$ cat src/rtl/memory_march_sequencer_if.sv
// rtl/memory_march_sequencer_if.sv - memory macro port driven by the march sequencer
interface memory_march_sequencer_if #(
  parameter int ADDR_BITS = 4,
  parameter int DATA_BITS = 4
);
  logic                 mem_we;
  logic [ADDR_BITS-1:0] mem_addr;
  logic [DATA_BITS-1:0] mem_wdata;
  logic [DATA_BITS-1:0] mem_rdata;

  modport master (output mem_we, output mem_addr, output mem_wdata, input mem_rdata);
  modport slave  (input mem_we, input mem_addr, input mem_wdata, output mem_rdata);
endinterface

$ cat src/rtl/memory_march_sequencer.sv
// rtl/memory_march_sequencer.sv - four-phase march self-test over the memory port
module memory_march_sequencer #(
  parameter int ADDR_BITS    = 4,
  parameter int DATA_BITS    = 4,
  parameter int READ_LATENCY = 1,
  parameter int ERR_BITS     = 8
) (
  input  logic                 clk,
  input  logic                 rst_n,
  input  logic                 start,
  input  logic                 abort,
  input  logic [DATA_BITS-1:0] seed,
  memory_march_sequencer_if.master mem,
  output logic                 busy,
  output logic                 done,
  output logic                 pass,
  output logic [ERR_BITS-1:0]  err_count,
  output logic                 first_err_valid,
  output logic [ADDR_BITS-1:0] first_err_addr
);
  typedef enum logic [2:0] {
    S_IDLE, S_W_UP, S_R_UP, S_W_DN, S_R_DN, S_DRAIN, S_DONE
  } state_t;

  localparam int EW = (ADDR_BITS > DATA_BITS) ? ADDR_BITS : DATA_BITS;
  localparam logic [ADDR_BITS-1:0] ADDR_MAX   = '1;
  localparam logic [ERR_BITS-1:0]  ERR_MAX    = '1;
  localparam logic [2:0]           DRAIN_LAST = 3'(READ_LATENCY - 1);

  state_t               state;
  logic [ADDR_BITS-1:0] addr_q;
  logic [DATA_BITS-1:0] seed_q;
  logic [2:0]           drain_cnt;

  function automatic logic [DATA_BITS-1:0] pat(input logic [DATA_BITS-1:0] s,
                                               input logic [ADDR_BITS-1:0] a);
    logic [EW-1:0] ext;
    ext = EW'(a);
    return s ^ ext[DATA_BITS-1:0];
  endfunction

  logic                 reading;
  logic [DATA_BITS-1:0] rd_exp;
  assign reading = (state == S_R_UP) || (state == S_R_DN);
  assign rd_exp  = (state == S_R_DN) ? ~pat(seed_q, addr_q) : pat(seed_q, addr_q);

  // Port is decoded from registered state/address only, so it is quiet in IDLE/DONE/DRAIN.
  always_comb begin
    mem.mem_we    = 1'b0;
    mem.mem_addr  = '0;
    mem.mem_wdata = '0;
    case (state)
      S_W_UP: begin
        mem.mem_we    = 1'b1;
        mem.mem_addr  = addr_q;
        mem.mem_wdata = pat(seed_q, addr_q);
      end
      S_R_UP: mem.mem_addr = addr_q;
      S_W_DN: begin
        mem.mem_we    = 1'b1;
        mem.mem_addr  = addr_q;
        mem.mem_wdata = ~pat(seed_q, addr_q);
      end
      S_R_DN: mem.mem_addr = addr_q;
      default: ;
    endcase
  end

  logic abort_acc;
  logic start_acc;
  assign abort_acc = abort && busy;
  assign start_acc = start && !abort && ((state == S_IDLE) || (state == S_DONE));

  logic                 cmp_v;
  logic [ADDR_BITS-1:0] cmp_a;
  logic [DATA_BITS-1:0] cmp_e;

  generate
    if (READ_LATENCY == 0) begin : g_no_lat
      assign cmp_v = reading;
      assign cmp_a = addr_q;
      assign cmp_e = rd_exp;
    end else begin : g_lat
      logic [READ_LATENCY-1:0] pv;
      logic [ADDR_BITS-1:0]    pa [READ_LATENCY];
      logic [DATA_BITS-1:0]    pe [READ_LATENCY];

      always_ff @(posedge clk or negedge rst_n) begin
        if (!rst_n) begin
          pv <= '0;
          for (int i = 0; i < READ_LATENCY; i++) begin
            pa[i] <= '0;
            pe[i] <= '0;
          end
        end else if (abort_acc) begin
          pv <= '0;
        end else begin
          for (int i = READ_LATENCY - 1; i > 0; i--) begin
            pv[i] <= pv[i-1];
            pa[i] <= pa[i-1];
            pe[i] <= pe[i-1];
          end
          pv[0] <= reading;
          pa[0] <= addr_q;
          pe[0] <= rd_exp;
        end
      end

      assign cmp_v = pv[READ_LATENCY-1];
      assign cmp_a = pa[READ_LATENCY-1];
      assign cmp_e = pe[READ_LATENCY-1];
    end
  endgenerate

  logic                mismatch;
  logic [ERR_BITS-1:0] err_next;
  assign mismatch = cmp_v && (mem.mem_rdata != cmp_e);
  assign err_next = (mismatch && (err_count != ERR_MAX)) ? err_count + 1'b1 : err_count;

  always_ff @(posedge clk or negedge rst_n) begin
    if (!rst_n) begin
      state           <= S_IDLE;
      addr_q          <= '0;
      seed_q          <= '0;
      drain_cnt       <= '0;
      busy            <= 1'b0;
      done            <= 1'b0;
      pass            <= 1'b0;
      err_count       <= '0;
      first_err_valid <= 1'b0;
      first_err_addr  <= '0;
    end else if (abort_acc) begin
      state  <= S_IDLE;
      addr_q <= '0;
      busy   <= 1'b0;
      done   <= 1'b0;
      pass   <= 1'b0;
    end else if (start_acc) begin
      state           <= S_W_UP;
      addr_q          <= '0;
      seed_q          <= seed;
      drain_cnt       <= '0;
      busy            <= 1'b1;
      done            <= 1'b0;
      pass            <= 1'b0;
      err_count       <= '0;
      first_err_valid <= 1'b0;
      first_err_addr  <= '0;
    end else begin
      err_count <= err_next;
      if (mismatch && !first_err_valid) begin
        first_err_valid <= 1'b1;
        first_err_addr  <= cmp_a;
      end
      case (state)
        S_W_UP: begin
          addr_q <= addr_q + 1'b1;
          if (addr_q == ADDR_MAX) state <= S_R_UP;
        end
        S_R_UP: begin
          if (addr_q == ADDR_MAX) state <= S_W_DN;
          else addr_q <= addr_q + 1'b1;
        end
        S_W_DN: begin
          if (addr_q == '0) begin
            state  <= S_R_DN;
            addr_q <= ADDR_MAX;
          end else begin
            addr_q <= addr_q - 1'b1;
          end
        end
        S_R_DN: begin
          if (addr_q == '0) begin
            drain_cnt <= '0;
            if (READ_LATENCY == 0) begin
              state <= S_DONE;
              busy  <= 1'b0;
              done  <= 1'b1;
              pass  <= (err_next == '0);
            end else begin
              state <= S_DRAIN;
            end
          end else begin
            addr_q <= addr_q - 1'b1;
          end
        end
        S_DRAIN: begin
          // The final pipelined compare lands on this edge, so pass uses err_next.
          if (drain_cnt == DRAIN_LAST) begin
            state <= S_DONE;
            busy  <= 1'b0;
            done  <= 1'b1;
            pass  <= (err_next == '0);
          end else begin
            drain_cnt <= drain_cnt + 3'd1;
          end
        end
        default: ;
      endcase
    end
  end
endmodule

$ cat src/flat_wrapper.sv
// flat-port wrapper written by rule: the top's interface ports become plain ports
module memory_march_sequencer_flat 
#(
  parameter int ADDR_BITS    = 4,
  parameter int DATA_BITS    = 4,
  parameter int READ_LATENCY = 1,
  parameter int ERR_BITS     = 8
)
  (clk, rst_n, start, abort, seed, busy, done, pass, err_count, first_err_valid, first_err_addr, mem_mem_we, mem_mem_addr, mem_mem_wdata, mem_mem_rdata);
  memory_march_sequencer_if #(.ADDR_BITS(ADDR_BITS), .DATA_BITS(DATA_BITS)) mem_i ();
  input  logic clk;
  input  logic rst_n;
  input  logic start;
  input  logic abort;
  input  logic [DATA_BITS-1:0] seed;
  output logic busy;
  output logic done;
  output logic pass;
  output logic [ERR_BITS-1:0] err_count;
  output logic first_err_valid;
  output logic [ADDR_BITS-1:0] first_err_addr;
  output wire logic [$bits(mem_i.mem_we)-1:0] mem_mem_we;
  output wire logic [$bits(mem_i.mem_addr)-1:0] mem_mem_addr;
  output wire logic [$bits(mem_i.mem_wdata)-1:0] mem_mem_wdata;
  input wire logic [$bits(mem_i.mem_rdata)-1:0] mem_mem_rdata;
  assign mem_mem_we = mem_i.mem_we;
  assign mem_mem_addr = mem_i.mem_addr;
  assign mem_mem_wdata = mem_i.mem_wdata;
  assign mem_i.mem_rdata = mem_mem_rdata;
  memory_march_sequencer #(.ADDR_BITS(ADDR_BITS), .DATA_BITS(DATA_BITS), .READ_LATENCY(READ_LATENCY), .ERR_BITS(ERR_BITS)) u_core (.clk(clk), .rst_n(rst_n), .start(start), .abort(abort), .seed(seed), .mem(mem_i), .busy(busy), .done(done), .pass(pass), .err_count(err_count), .first_err_valid(first_err_valid), .first_err_addr(first_err_addr));
endmodule
$ cat config.mk
export PLATFORM = sky130hd
export DESIGN_NAME = memory_march_sequencer_flat
export DESIGN_NICKNAME = d
export VERILOG_FILES = /design/src/rtl/memory_march_sequencer_if.sv /design/src/rtl/memory_march_sequencer.sv /design/src/flat_wrapper.sv
export SDC_FILE = /design/constraint.sdc
export NUM_CORES = 1
export LEC_CHECK = 0
export CAP_MARGIN = 40
export CORE_ASPECT_RATIO = 0.5
export CORE_MARGIN = 1.5
export CORE_UTILIZATION = 35
export CTS_BUF_LIST = sky130_fd_sc_hd__clkbuf_2 sky130_fd_sc_hd__clkbuf_4 sky130_fd_sc_hd__clkbuf_8
export CTS_CLUSTER_DIAMETER = 120
export DETAILED_ROUTE_END_ITERATION = 7
export SLEW_MARGIN = 20
export SYNTH_ARGS = -nofsm -noshare
export SYNTH_HDL_FRONTEND = slang
export SYNTH_SLANG_ARGS = --single-unit
$ cat constraint.sdc
create_clock -name clk -period 3 [get_ports clk]
set_clock_uncertainty 0.05 [all_clocks]
set_input_delay 0.45 -clock clk [delete_from_list [all_inputs] [get_ports clk]]
set_output_delay 0.45 -clock clk [all_outputs]
set_load 0.01 [all_outputs]
Word-level counts from Yosys, hierarchy flattened:

Cells that the tools add are included.

* $add $sub $neg: 4
* equality and inequality tests: 18
* mux-type cells: 41
* bitwise logic cells: 3
* reductions and logical operators: 28

Operator list (number)
* $mux 4: 9
* $mux 3: 10
* $mux 1: 16
* $mux 8: 2
* $ne 4x2->1 const B: 4
* $pmux 4 s4: 1
* $pmux 3 s5: 1
* $ne 4x1->1 const B: 3
* $eq 3x3->1 const B: 3
* $reduce_bool 3->1: 3
* $add 8x1->8 const B: 1
* $logic_not 8->1: 1
* $ne 8x8->1 const B: 1
* $pmux 4 s2: 1
* $reduce_bool 7->1: 1
* $eq 3x2->1 const B: 2
* $logic_and 1x1->1: 6
* $logic_not 3->1: 2
* $ne 3x2->1 const B: 2
* $pmux 3 s2: 1
* $reduce_and 2->1: 3
* $reduce_and 6->1: 1
* $reduce_bool 6->1: 1
* $add 4x1->4 const B: 1
* other kinds (16): 18

* bits in registers: 39
* input port bits: 12
* output and inout port bits: 25
* logic and storage cells: 107

Longest topological paths before layout:

* depth after elaboration: 9
* mapped depth: 9
* mapped depth without buffers: 8

Least setup slack after synthesis:

OpenSTA, ideal clock, no wires.

* path kind: input to register
* start point: input port mem_mem_rdata[3]
* end point: register u_core.pass
* setup time: 0.120 ns
* data arrival time: 1.807 ns
* data required time: 2.830 ns
* path slack: 1.023 ns
* cell stages on the path: 6
* buffers on the path: 0
* cell sequence: xor2_1 > o41ai_4 > a311o_2 > mux2i_1 > o31ai_2 > and3_1

* longest elaborated chain between the ends: 9

RTL lines
* from (decl): RTL line flat_wrapper.sv:25 `input wire logic [$bits(mem_i.mem_rdata)-1:0] mem_mem_rdata;`
* $ne 4x4->1: RTL line memory_march_sequencer.sv:117 `assign mismatch = cmp_v && (mem.mem_rdata != cmp_e);`
* $logic_and 1x1->1: RTL line memory_march_sequencer.sv:117
* $logic_and 1x1->1: RTL line memory_march_sequencer.sv:118 `assign err_next = (mismatch && (err_count != ERR_MAX)) ? err_count + 1'b1 : err_count;`
* $mux 8: RTL line memory_march_sequencer.sv:118
* $logic_not 8->1: RTL line memory_march_sequencer.sv:193 `pass <= (err_next == '0);`
* $mux 1: RTL line memory_march_sequencer.sv:189 `if (drain_cnt == DRAIN_LAST) begin`
* $mux 1: RTL line memory_march_sequencer.sv:155 `case (state)`
* $mux 1: RTL line memory_march_sequencer.sv:138 `end else if (start_acc) begin`
* $mux 1: RTL line memory_march_sequencer.sv:132 `end else if (abort_acc) begin`
* to (signal assigned): RTL line memory_march_sequencer.sv:179 `pass <= (err_next == '0);`
* to (signal assigned): RTL line memory_march_sequencer.sv:193
* to (decl): RTL line memory_march_sequencer.sv:16 `output logic pass,`

Every way passes these cells. The select of a mux whose other input is x is not followed.
A chain may end at the register's enable or synchronous reset.

Final worst setup path:

* start point: register u_core.state[0]
* end point: output port mem_mem_addr[2]

* longest elaborated chain between the ends: 3
* elaborated cells on any way between the ends: 6
* classes of those cells: eq/ne (4); mux (1); reduce/logical (1)

RTL lines
* from (decl): RTL line memory_march_sequencer.sv:30 `state_t state;`
* from (signal assigned): RTL line memory_march_sequencer.sv:122 `state <= S_IDLE;`
* from (signal assigned): RTL line memory_march_sequencer.sv:133 `state <= S_IDLE;`
* from (signal assigned): RTL line memory_march_sequencer.sv:139 `state <= S_W_UP;`
* $eq 3x1->1 (tied with other cells): RTL line memory_march_sequencer.sv:52 `case (state)`
* $reduce_or 4->1 (no source line) *
* $mux 4 *: RTL line memory_march_sequencer.sv:52
* to (decl): RTL line flat_wrapper.sv:23 `output wire logic [$bits(mem_i.mem_addr)-1:0] mem_mem_addr;`

Mark *: on every way between the ends. The rest lies on a longest branch, timed or not.

==> out/metrics.csv <==
metric;value;unit
ys_seq_elements;39;
clock_power_share;18.5;%
synth_nets;276;
first_global_vias;1906;
cts_tree;yes;
cp_max_fo;18;
synth_most_common_cell;dfrtp_1;
io_pins;37;
via_count;2005;
layout_min_cycle_time;2.632;ns
clk_path_buf_depth;2;
finish.utilization;47.44;%
power_density;958.4;mW/mm2
avgViaCountPerCell;5.208;
holdWs;0.4338;ns
gp_congestion;0.8003;
ys.flop_type;dfrtp_1;
finalHoldViolations;0;
post_cts_resized;0;
grt_max_degree;33;
p_comb_share;49.5;%
placementRows;20;
synthesis.area;0.002340;mm2
synth-edff-count;0;
synth_top_area_share;41.71;%
track_usage;15.91;%
grt_pass1_wl;9004;um
synth-xor-area-share;7.487;%
dr.pass1.iters;4;
cts_inserted_buffers;5;
rsz0062_at_grt;no;
synth-simple-area-share;21.23;%
synthTopCellsByArea;dfrtp_1, nand2_1, nor2_1;
fin_crit_sh;87.74;%
max-slew-margin-rel;57.28;%
swShare;39.08;%
die_area;0.007214;mm2
arrival;2.13;ns
synth_top_family_by_area;simple AND/OR/NAND/NOR gates;
power.leakage;1.260;nW
finalPower;2.845;mW
avgSynthCellArea;9.034;um2
dp_slack;0.3466;ns
chipHeight;60.82;um
final_nets;313;
synthArstFlopShare;100.0;%
cts_max_level;2;
setup_tns;0;ns
diodes;0;
worstMarginPinSlew;0.6385;ns
antenna_found_initial;0;
p_switching;1.112;mW
drt_wl_total;5497;um
setup_viol;0;
avgRoutedWirePerCell;14.28;um
worstPathRequired;2.50;ns
dp.final_hpwl;3954;um
crit_path_end_kind;output port;
ys_seq_area_share;41.71;%
port_buffers;36;
cp-start-kind;flip-flop;
grt-ovfl-total;0;
drc;0;
area_growth;26.85;%
hp-class;reg2reg;
synthTopCellsByCount;dfrtp_1, nand2_1, nor2_1;
crit_type;reg2out;
fmax;379.9;MHz
core;0.006256;mm2
ys_types;54;
synthAdderAreaFrac;2.674;%
synthCells;259;
clk_pin_slew;0.08;ns
clock-sinks;39;
synth.area.mux_share;4.599;%
yosys.area.top_type;dfrtp_1;
die_w;118.6;um
clk-insertion-delay-late;0.28;ns
drt_iter0_markers;90;
root_buffer;clkbuf_8;
fill_cells;622;
start_util;37.40;%
drive_gt1_share;10.44;%
ant_nets;0;
drv_slew;0;
seqPwrFrac;32.0;%
yosys_warnings;0;
max-cap-violations;0;
status;complete, no violations;
worst_slack;0.3678;ns
intPower;1.733;mW
vdd_drop_max;373.1;uV
synth-compound-area-share;18.66;%
## layer usage
| layer | up-vias | share of wire, % | GRT usage [%] |
|---|---|---|---|
| met1 | 989 | 52 | 20.99 |
| met4 | 0 | 0.76 | 4.475 |
| met2 | 32 | 45 | 27.41 |
| met5 | - | 0 | 0 |
| li1 | 980 | - | - |
| met3 | 4 | 2.8 | 3.289 |
## timing repair
item	CTS	global route
hold buffers	1	0
hold endpoints to repair	7	0
setup buffers	0	0
## stage by stage
step           instances  area (um2)
6_report             385        2968
5_1_grt              385        2968
4_1_cts              385        2968
3_5_place_dp         376        2821
3_3_place_gp         375        2801
2_1_floorplan        259        2340
## registers in the layout (all words and copies together) (netlist names), 3 cells and up
name	cells
u_core.addr_q	4
u_core.cmp_a	4
u_core.cmp_e	4
u_core.drain_cnt	3
u_core.err_count	8
u_core.first_err_addr	4
u_core.seed_q	4
u_core.state	3
## cell type report
| type | count | area [um2] | area share (%) |
|---|---|---|---|
| well taps | 88 | 110.1 | 3.710 |
| repair buffers | 44 | 430.4 | 14.50 |
| clock buffers | 6 | 76.32 | 2.572 |
| inverters | 8 | 30.03 | 1.012 |
| multi-input cells | 198 | 1285 | 43.30 |
| clock inverters | 2 | 60.06 | 2.024 |
| flip-flops and latches | 39 | 975.9 | 32.88 |
## worst paths after layout
check	from	endpoint	slack (ns)	depth (start not counted)
max	u_core.state[0]$_DFFE_PN0P_	mem_mem_addr[2]	0.37	4
min	u_core.cmp_a[2]$_DFFE_PN0N_	u_core.cmp_a[2]$_DFFE_PN0N_	0.43	2
max reg2reg	u_core.addr_q[0]$_DFFE_PN0P_	u_core.addr_q[3]$_DFFE_PN0P_	0.63	7
min reg2reg	u_core.cmp_a[2]$_DFFE_PN0N_	u_core.cmp_a[2]$_DFFE_PN0N_	0.43	2
max in group asynchronous	rst_n	u_core.first_err_addr[1]$_DFFE_PN0P_	1.98	3
min in group asynchronous	rst_n	u_core.addr_q[1]$_DFFE_PN0P_	0.49	2
## logic make-up after synthesis
kind of cell | count (synthesis)
AOI/OAI and AO/OA | 62
xor gates and xnor gates | 20
adders and majority gates | 5
buffers and inverters | 22
DFF | 39
muxes | 10
and+or+nand+nor | 101
## power groups by stage
stage               sequential [mW]  clock (mW)  combinational (mW)
floorplan                     0.838           0               0.979
global placement              0.916           0                1.37
detailed placement            0.918           0                1.41
CTS                           0.909       0.538                1.42
global route                  0.939       0.564                1.56
finish                        0.911       0.526                1.41
## critical path: stages, from the launching register on
cell             delay (ns)
dfrtp_1                0.69
nor2_1                 0.15
xnor2_1                0.28
and2_1                 0.18
clkdlybuf4s50_1        0.54
## cell usage in the layout (no fill, tap or decap), types with 2 or more instances in the layout
| cell | n |
|---|---|
| dfrtp_1 | 39 |
| clkdlybuf4s50_1 | 35 |
| nand2_1 | 31 |
| nor2_1 | 29 |
| o21ai_0 | 18 |
| a21oi_1 | 16 |
| xor2_1 | 11 |
| xnor2_1 | 9 |
| inv_1 | 8 |
| nand3_1 | 8 |
| and2_1 | 6 |
| mux2_2 | 6 |
| buf_4 | 6 |
| nor3_1 | 5 |
| a22o_1 | 5 |
| ha_1 | 5 |
| clkbuf_8 | 5 |
| nand2b_1 | 4 |
| mux2i_1 | 4 |
| and4_1 | 2 |
| nor3b_2 | 2 |
| nor2b_1 | 2 |
| nand4b_1 | 2 |
| or3_1 | 2 |
| a211oi_1 | 2 |
| bufinv_16 | 2 |
No activity file was read; power rests on OpenSTA's default activity.
